--- src/rtl/fix_frame_detector.sv ---
// FIX byte-stream framer: finds "8=" headers and "<SOH>10=" trailers, forwards message bytes
// with start/end strobes and decodes the 3-digit ASCII checksum field that follows the trailer.
module fix_frame_detector #(
  parameter int MAX_BODY_LEN = 1024,
  parameter int LEN_W        = 11
) (
  input  logic       clk,
  input  logic       rst,
  input  logic [7:0] byte_i,
  input  logic       valid_i,
  output logic [7:0] data_o,
  output logic       data_valid_o,
  output logic       start_o,
  output logic       end_o,
  output logic       in_frame_o,
  output logic [7:0] rx_cksum_o,
  output logic       rx_cksum_vld_o,
  output logic       frame_err_o,
  output logic [1:0] dbg_state_o
);

  localparam logic [7:0] SOH    = 8'h01;
  localparam logic [7:0] ASC_0  = 8'h30;
  localparam logic [7:0] ASC_1  = 8'h31;
  localparam logic [7:0] ASC_8  = 8'h38;
  localparam logic [7:0] ASC_9  = 8'h39;
  localparam logic [7:0] ASC_EQ = 8'h3D;

  typedef enum logic [1:0] {S_HUNT, S_HDR, S_BODY, S_CKSUM} state_t;

  state_t           r_state;
  state_t           w_state_nxt;
  logic [23:0]      r_hist;      // {oldest, middle, newest} accepted bytes
  logic [LEN_W-1:0] r_len;
  logic [1:0]       r_digits;
  logic [9:0]       r_val;

  logic [7:0]       r_data;
  logic             r_dv;
  logic             r_start;
  logic             r_end;
  logic             r_in_frame;
  logic [7:0]       r_cksum;
  logic             r_cksum_vld;
  logic             r_err;

  logic             w_is_digit;
  logic             w_trailer;
  logic             w_len_full;
  logic             w_hdr_start;
  logic [9:0]       w_val_mac;
  logic             w_start;
  logic             w_end;
  logic             w_fwd;
  logic             w_err;
  logic             w_ck_ok;
  logic             w_acc;

  // valid_i qualifies byte_i for one cycle; there is no ready, the stream is never stalled.
  assign w_is_digit  = (byte_i >= ASC_0) && (byte_i <= ASC_9);
  assign w_trailer   = (byte_i == ASC_EQ) && (r_hist == {SOH, ASC_1, ASC_0});
  assign w_len_full  = (r_len == LEN_W'(MAX_BODY_LEN));
  assign w_hdr_start = (byte_i == ASC_8) && (r_hist[7:0] == SOH);
  assign w_val_mac   = (r_val * 10'd10) + {6'd0, byte_i[3:0]};

  always_ff @(posedge clk) begin
    if (rst) r_state <= S_HUNT;
    else     r_state <= w_state_nxt;
  end

  always_comb begin
    w_state_nxt = r_state;
    if (valid_i) begin
      case (r_state)
        S_HUNT:  if (w_hdr_start) w_state_nxt = S_HDR;
        S_HDR: begin
          if (byte_i == ASC_EQ)  w_state_nxt = S_BODY;
          else if (w_hdr_start)  w_state_nxt = S_HDR;
          else                   w_state_nxt = S_HUNT;
        end
        S_BODY: begin
          if (w_trailer)         w_state_nxt = S_CKSUM;
          else if (w_len_full)   w_state_nxt = S_HUNT;
        end
        S_CKSUM: begin
          if (!(w_is_digit && (r_digits != 2'd3))) w_state_nxt = S_HUNT;
        end
        default:                 w_state_nxt = S_HUNT;
      endcase
    end
  end

  always_comb begin
    w_start = 1'b0;
    w_end   = 1'b0;
    w_fwd   = 1'b0;
    w_err   = 1'b0;
    w_ck_ok = 1'b0;
    w_acc   = 1'b0;
    if (valid_i) begin
      case (r_state)
        S_HDR: begin
          w_start = (byte_i == ASC_EQ);
          w_fwd   = (byte_i == ASC_EQ);
        end
        S_BODY: begin
          // The trailer wins over the length limit so a body of exactly MAX_BODY_LEN bytes closes.
          if (w_trailer) begin
            w_end = 1'b1;
            w_fwd = 1'b1;
          end else if (w_len_full) begin
            w_err = 1'b1;
          end else begin
            w_fwd = 1'b1;
          end
        end
        S_CKSUM: begin
          if (w_is_digit && (r_digits != 2'd3))
            w_acc = 1'b1;
          else if ((byte_i == SOH) && (r_digits == 2'd3) && (r_val <= 10'd255))
            w_ck_ok = 1'b1;
          else
            w_err = 1'b1;
        end
        default: ;
      endcase
    end
  end

  always_ff @(posedge clk) begin
    if (rst) begin
      r_hist      <= {SOH, SOH, SOH};
      r_len       <= '0;
      r_digits    <= '0;
      r_val       <= '0;
      r_data      <= '0;
      r_dv        <= 1'b0;
      r_start     <= 1'b0;
      r_end       <= 1'b0;
      r_in_frame  <= 1'b0;
      r_cksum     <= '0;
      r_cksum_vld <= 1'b0;
      r_err       <= 1'b0;
    end else begin
      r_dv        <= w_fwd;
      r_start     <= w_start;
      r_end       <= w_end;
      r_cksum_vld <= w_ck_ok;
      r_err       <= w_err;
      if (valid_i) begin
        r_data <= byte_i;
        r_hist <= {r_hist[15:0], byte_i};
      end
      if (w_start)    r_len <= '0;
      else if (w_fwd) r_len <= r_len + 1'b1;
      if (w_end) begin
        r_digits <= '0;
        r_val    <= '0;
      end else if (w_acc) begin
        r_digits <= r_digits + 1'b1;
        r_val    <= w_val_mac;
      end
      if (w_ck_ok) r_cksum <= r_val[7:0];
      if (w_start)               r_in_frame <= 1'b1;
      else if (w_ck_ok || w_err) r_in_frame <= 1'b0;
    end
  end

  assign data_o         = r_data;
  assign data_valid_o   = r_dv;
  assign start_o        = r_start;
  assign end_o          = r_end;
  assign in_frame_o     = r_in_frame;
  assign rx_cksum_o     = r_cksum;
  assign rx_cksum_vld_o = r_cksum_vld;
  assign frame_err_o    = r_err;
  assign dbg_state_o    = r_state;

endmodule

--- config.mk ---
export PLATFORM = sky130hd
export DESIGN_NAME = fix_frame_detector
export DESIGN_NICKNAME = d
export VERILOG_FILES = /design/src/rtl/fix_frame_detector.sv
export SDC_FILE = /design/constraint.sdc
export NUM_CORES = 1
export LEC_CHECK = 0
export ABC_AREA = 0
export CAP_MARGIN = 20
export CORE_ASPECT_RATIO = 1.5
export CORE_MARGIN = 5
export CORE_UTILIZATION = 53
export DETAILED_ROUTE_END_ITERATION = 8
export GPL_TIMING_DRIVEN = 0
export PLACE_DENSITY = 0.81
export SETUP_SLACK_MARGIN = 0.15
export SYNTH_ARGS = -nofsm -noshare
export SYNTH_HDL_FRONTEND = slang
export SYNTH_SLANG_ARGS = --single-unit
--- constraint.sdc ---
create_clock -name clk -period 3.5 [get_ports clk]
set_input_delay 0.525 -clock clk [delete_from_list [all_inputs] [get_ports clk]]
set_output_delay 0.525 -clock clk [all_outputs]
set_load 0.05 [all_outputs]
After elaboration in Yosys (flattened, before gate mapping)
Cells that the tools add are included.

operators by class
  add/subtract/negate cells = 3
  multipliers = 1
  $lt $le $gt $ge = 3
  equality and inequality tests = 14
  mux-type cells = 31
  reductions and logical operators = 12

operators with widths
  kind                     count
  $eq A24 B17 Y1 const B   1
  $mux W1                  23
  $eq A8 B1 Y1 const B     2
  $eq A8 B6 Y1 const B     2
  $add A11 B1 Y11 const B  1
  $eq A11 B11 Y1 const B   1
  $add A10 B4 Y10          1
  $le A10 B8 Y1 const B    1
  $mul A10 B3 Y9 const B   1
  $mux W2                  5
  $ge A8 B6 Y1 const B     1
  $le A8 B6 Y1 const B     1
  $pmux W2 S4              1
  $eq A2 B2 Y1 const B     3
  $logic_and A1 B1 Y1      6
  $ne A2 B2 Y1 const B     3
  $pmux W1 S2              2
  $reduce_and A4 Y1        1
  $reduce_or A2 Y1         2
  $ne A3 B3 Y1 const B     1
  $add A2 B1 Y2 const B    1
  $eq A2 B1 Y1 const B     1
  $logic_not A2 Y1         1
  $reduce_bool A2 Y1       1
  $logic_or A1 B1 Y1       1

word-level totals
  flip-flop bits (word level) = 71
  input bits = 11
  output and inout bits = 24
  logic and storage cells = 77

Longest topological paths before layout
  word-level depth = 10
  gate-level depth with buffers = 9
  mapped depth without buffers = 9

Worst setup path before layout
OpenSTA, ideal clock, no wires.

  kind = input-to-reg
  start point = input port byte_i[1]
  end point = register r_state[1], in the netlist dbg_state_o[1]
  library setup time = 0.071 ns
  data arrival time = 2.472 ns
  data required time = 3.429 ns
  path slack = 0.957 ns
  cell stages on the path = 6
  path buffers = 0
  path through = or4b_2 nor2_4 nand3_2 a221o_1 or4b_1 a21oi_1

on the way
  longest elaborated chain between the ends = 5
  elaborated cells on any way between the ends = 15
  classes of those cells = 2 x order compare; 5 x eq/ne; 3 x mux; 5 x reduce/logical

ends and longest elaborated chain
  item                                                 line  RTL
  start, declared                                      9     input logic [7:0] byte_i,
  $ge A8 B6 Y1 / $le A8 B6 Y1 (equally long branches)  60    assign w_is_digit = (byte_i >= ASC_0) && (byte_i <= ASC_9);
  $logic_and A1 B1 Y1                                  60
  $logic_and A1 B1 Y1                                  86    if (!(w_is_digit && (r_digits != 2'd3))) w_state_nxt = S_HUNT;
  $ne A2 B2 Y1 (no source line)                        n/a
  $reduce_and A4 Y1 (no source line)                   n/a
  end signal, assigned                                 68    else r_state <= w_state_nxt;
  end, declared                                        31    state_t r_state;

Several ways; a longest one is shown, not always the timed one.
A chain may end at the register's enable or synchronous reset.

Final worst setup path
Ends and elaborated chain as after synthesis.

==> flow_metrics.tcl <==
set metrics [dict create \
    status "finished clean" \
    gp_congestion 0.903 \
    ys_types 50 \
    io_pins 35 \
    ys_seq_elements 64 \
    final.period_utilization_pct 83.6 \
    setup.worst_path.start "byte_i[1]" \
    routedWlPerCell_um 15.1 \
    worstMarginPinSlew_ps 971 \
    yosysMostFrequentCell "dfxtp_1" \
    synth_top_family_by_area "simple AND/OR/NAND/NOR gates" \
    synth-seq-area-share_pct 39.7 \
    hold_viol_final 0 \
    synth_edf_count 0 \
    crit_path_start_kind "input pin" \
    cts_sinks 64 \
    antenna_cells 0 \
    critPathKind "input pin to register" \
    r2r_cells 8 \
    synth_xor_xnor_area_share_pct 5.31 \
    maxSlewHeadroom_pct 35.0 \
    syn-num-nets 378 \
    syn_to_final_growth_pct 18.3 \
    nets 421 \
    drive_gt1_share_pct 7.93 \
    synth_compound_area_share_pct 8.95 \
    endpoint "dbg_state_o[1]" \
    critPathCaptureType "register" \
    min_path_type "register to register" \
    r2r_slack_ps 780 \
    synth_mux_area_share_pct 11.5 \
    numCtsBuffers 9 \
    drc_errors 0 \
    core-area_sq_um 5870 \
    antenna_left 0 \
    drt_iter0_markers 126 \
    htree_levels 3 \
    wl_met1_mm 2.76 \
    postCtsSetupBuffers 0 \
    vias 2567 \
    syn_inst 343 \
    synth_common_cells "64 x dfxtp_1, 60 x nor2_1, 37 x mux2i_1" \
    synth_top_area_cell "dfxtp_1" \
    fin_worst_skew_ps 11.2 \
    synthSimpleGateAreaFrac_pct 20.4 \
    rows 34 \
    io_buffers 32 \
    period_needed_ps 2930 \
    p_per_area_nw_per_um2 377 \
    path_clk_slew_ps 80 \
    grt_pass1_wl_mm 11.6 \
    cts_tree "built" \
    syn_area_sq_um 3230 \
    fillers 469 \
    wl_met3_um 308 \
    chipWidth_um 73.7 \
    setup_viol 0 \
    grt_pass1_vias 2588 \
    ctsResizeCount 0 \
    rsz0062_at_grt "false" \
    dieHeight_um 106 \
    clk_latency_ps 340 \
    grt-ovfl-total 0 \
    holdWs_ps 484 \
    r2r-end "r_val[9]" \
    hold_buffers 0 \
    yosysWarningCount 0 \
    cts-root-buf "clkbuf_8" \
    slew_viol_final 0 \
    track_usage_pct 19.2 \
    fmax_ghz 0.342 \
    crit_arrival_ps 3200 \
    synth.area.top_cells "dfxtp_1 40%, mux2i_1 11%, ha_1 8.5%, nor2_1 7.0%, xor2_1 2.4%" \
    dp_hpwl_mm 5.31 \
    cp_max_fo 7 \
    async_flop_share_pct 0 \
    initial_core_util_pct 55.0 \
    via_per_inst 5.54 \
    fin_setup_tns_ps 0 \
    grt_antenna_before_repair 0 \
    met2_length_mm 3.76 \
    grt_max_degree 13 \
    topRoutingLayerUsed "met4" \
    dr.pass1.iters 4 \
    synth-main-ff-cell "dfxtp_1" \
    p_leak_nw 1.52 \
    crit_required_ps 3770 \
    synth_top_cell_area_share_pct 39.7 \
    max-clock-path-buffers 2 \
    avgSynthCellArea_sq_um 9.42 \
    dieArea_sq_um 7790 \
    r2r_start "r_val[1]" \
    wl_mm 7.00 \
    synthAdderAreaFrac_pct 9.76 \
    drv_cap 0 \
    vdd_drop_max_v 0.000234 \
]
[placed cells by master, fill, tap and decap left out, types with 2 or more instances in the layout]
master	Yosys	final
a211o_1	2	2
xor2_1	9	9
xnor2_1	8	8
a21o_1	3	3
a31oi_1	2	2
o211ai_1	4	4
nand4_1	4	4
a211oi_1	5	5
nor2_1	60	60
fa_1	2	2
buf_1	2	2
nand2_1	12	12
clkdlybuf4s50_1	0	32
and3_1	3	3
o21ai_0	13	13
nand3b_1	2	2
clkbuf_8	0	10
or4_1	3	3
inv_1	11	11
a21oi_1	10	10
nand3_1	8	8
nor2b_1	4	4
o2111ai_1	2	2
nor3_1	5	5
clkbuf_1	10	10
clkinvlp_4	0	4
mux2i_1	37	37
nor4b_1	4	4
dfxtp_1	64	64
or4b_1	2	2
buf_4	7	7
ha_1	22	22
or3_1	3	3
[power breakdown]
group | switching (W) | internal [W] | leakage [nW] | total [W]
Clock | 0.000297 | 0.000277 | 0.0809 | 0.000574
Combinational | 0.0000687 | 0.0000488 | 0.926 | 0.000117
Sequential | 0.0000111 | 0.000740 | 0.518 | 0.000751
[metal layers]
metal  vias up  track usage (%)
li1       1290                -
met1      1195             20.3
met2        63             33.5
met3        19             5.81
met4         0             9.59
met5         -                0
[sequential cells by signal, summed over array words and instances (netlist names)]
register / cells
r_hist: 24
rx_cksum_o: 8
r_val: 10
end_o: 1
r_len: 11
data_valid_o: 1
r_digits: 2
rx_cksum_vld_o: 1
data_o: 1
in_frame_o: 1
start_o: 1
frame_err_o: 1
dbg_state_o: 2
[worst max-delay path: stages]
cell and delay (ps):
clkdlybuf4s50_1 530, or4b_2 770, nor2_4 210, nand3_2 120
a221o_1 400, or4b_1 480, a21oi_1 160
[cell families after synthesis]
| family | count (synthesis) |
|---|---|
| fa+ha+maj | 24 |
| compound gates | 45 |
| buf+inv | 31 |
| xor+xnor | 18 |
| flops | 64 |
| simple gates | 124 |
| mux | 37 |
[layout make-up]
type | count | area [sq um] | share of cell area [%]
Multi-Input combinational cell | 248 | 1810 | 47.2
Sequential cell | 64 | 1280 | 33.5
Timing Repair Buffer | 32 | 320 | 8.38
Clock buffer | 10 | 138 | 3.60
Buffer | 20 | 103 | 2.68
Tap cell | 72 | 90.1 | 2.36
Clock inverter | 6 | 43.8 | 1.15
Inverter | 11 | 41.3 | 1.08
[how the worst min path moves through the flow]
stage                         start    endpoint  slack, ps  depth (start not counted)
after floorplan           r_hist[8]  r_hist[16]        440                          1
final                     r_len[10]   r_len[10]        480                          2
after global placement    r_len[10]   r_len[10]        470                          2
after CTS                 r_len[10]   r_len[10]        490                          2
after global routing      r_len[10]   r_len[10]        500                          2
after detailed placement  r_len[10]   r_len[10]        480                          2
[per-stage QoR]
| step | total power [W] | worst slack, ps | std cells | utilization, % | instance area, sq um |
|---|---|---|---|---|---|
| floorplan | 0.000843 | 957 | 343 | - | 3230 |
| global placement | 0.000884 | 254 | 447 | 62.0 | 3640 |
| detailed placement | 0.000885 | 267 | 447 | 62.0 | 3640 |
| CTS | 0.00146 | 623 | 463 | 65.1 | 3820 |
| global route | 0.00150 | 518 | 463 | 65.1 | 3820 |
| finish | 0.00144 | 574 | 463 | 65.1 | 3820 |
No activity file was read; power rests on OpenSTA's default activity.
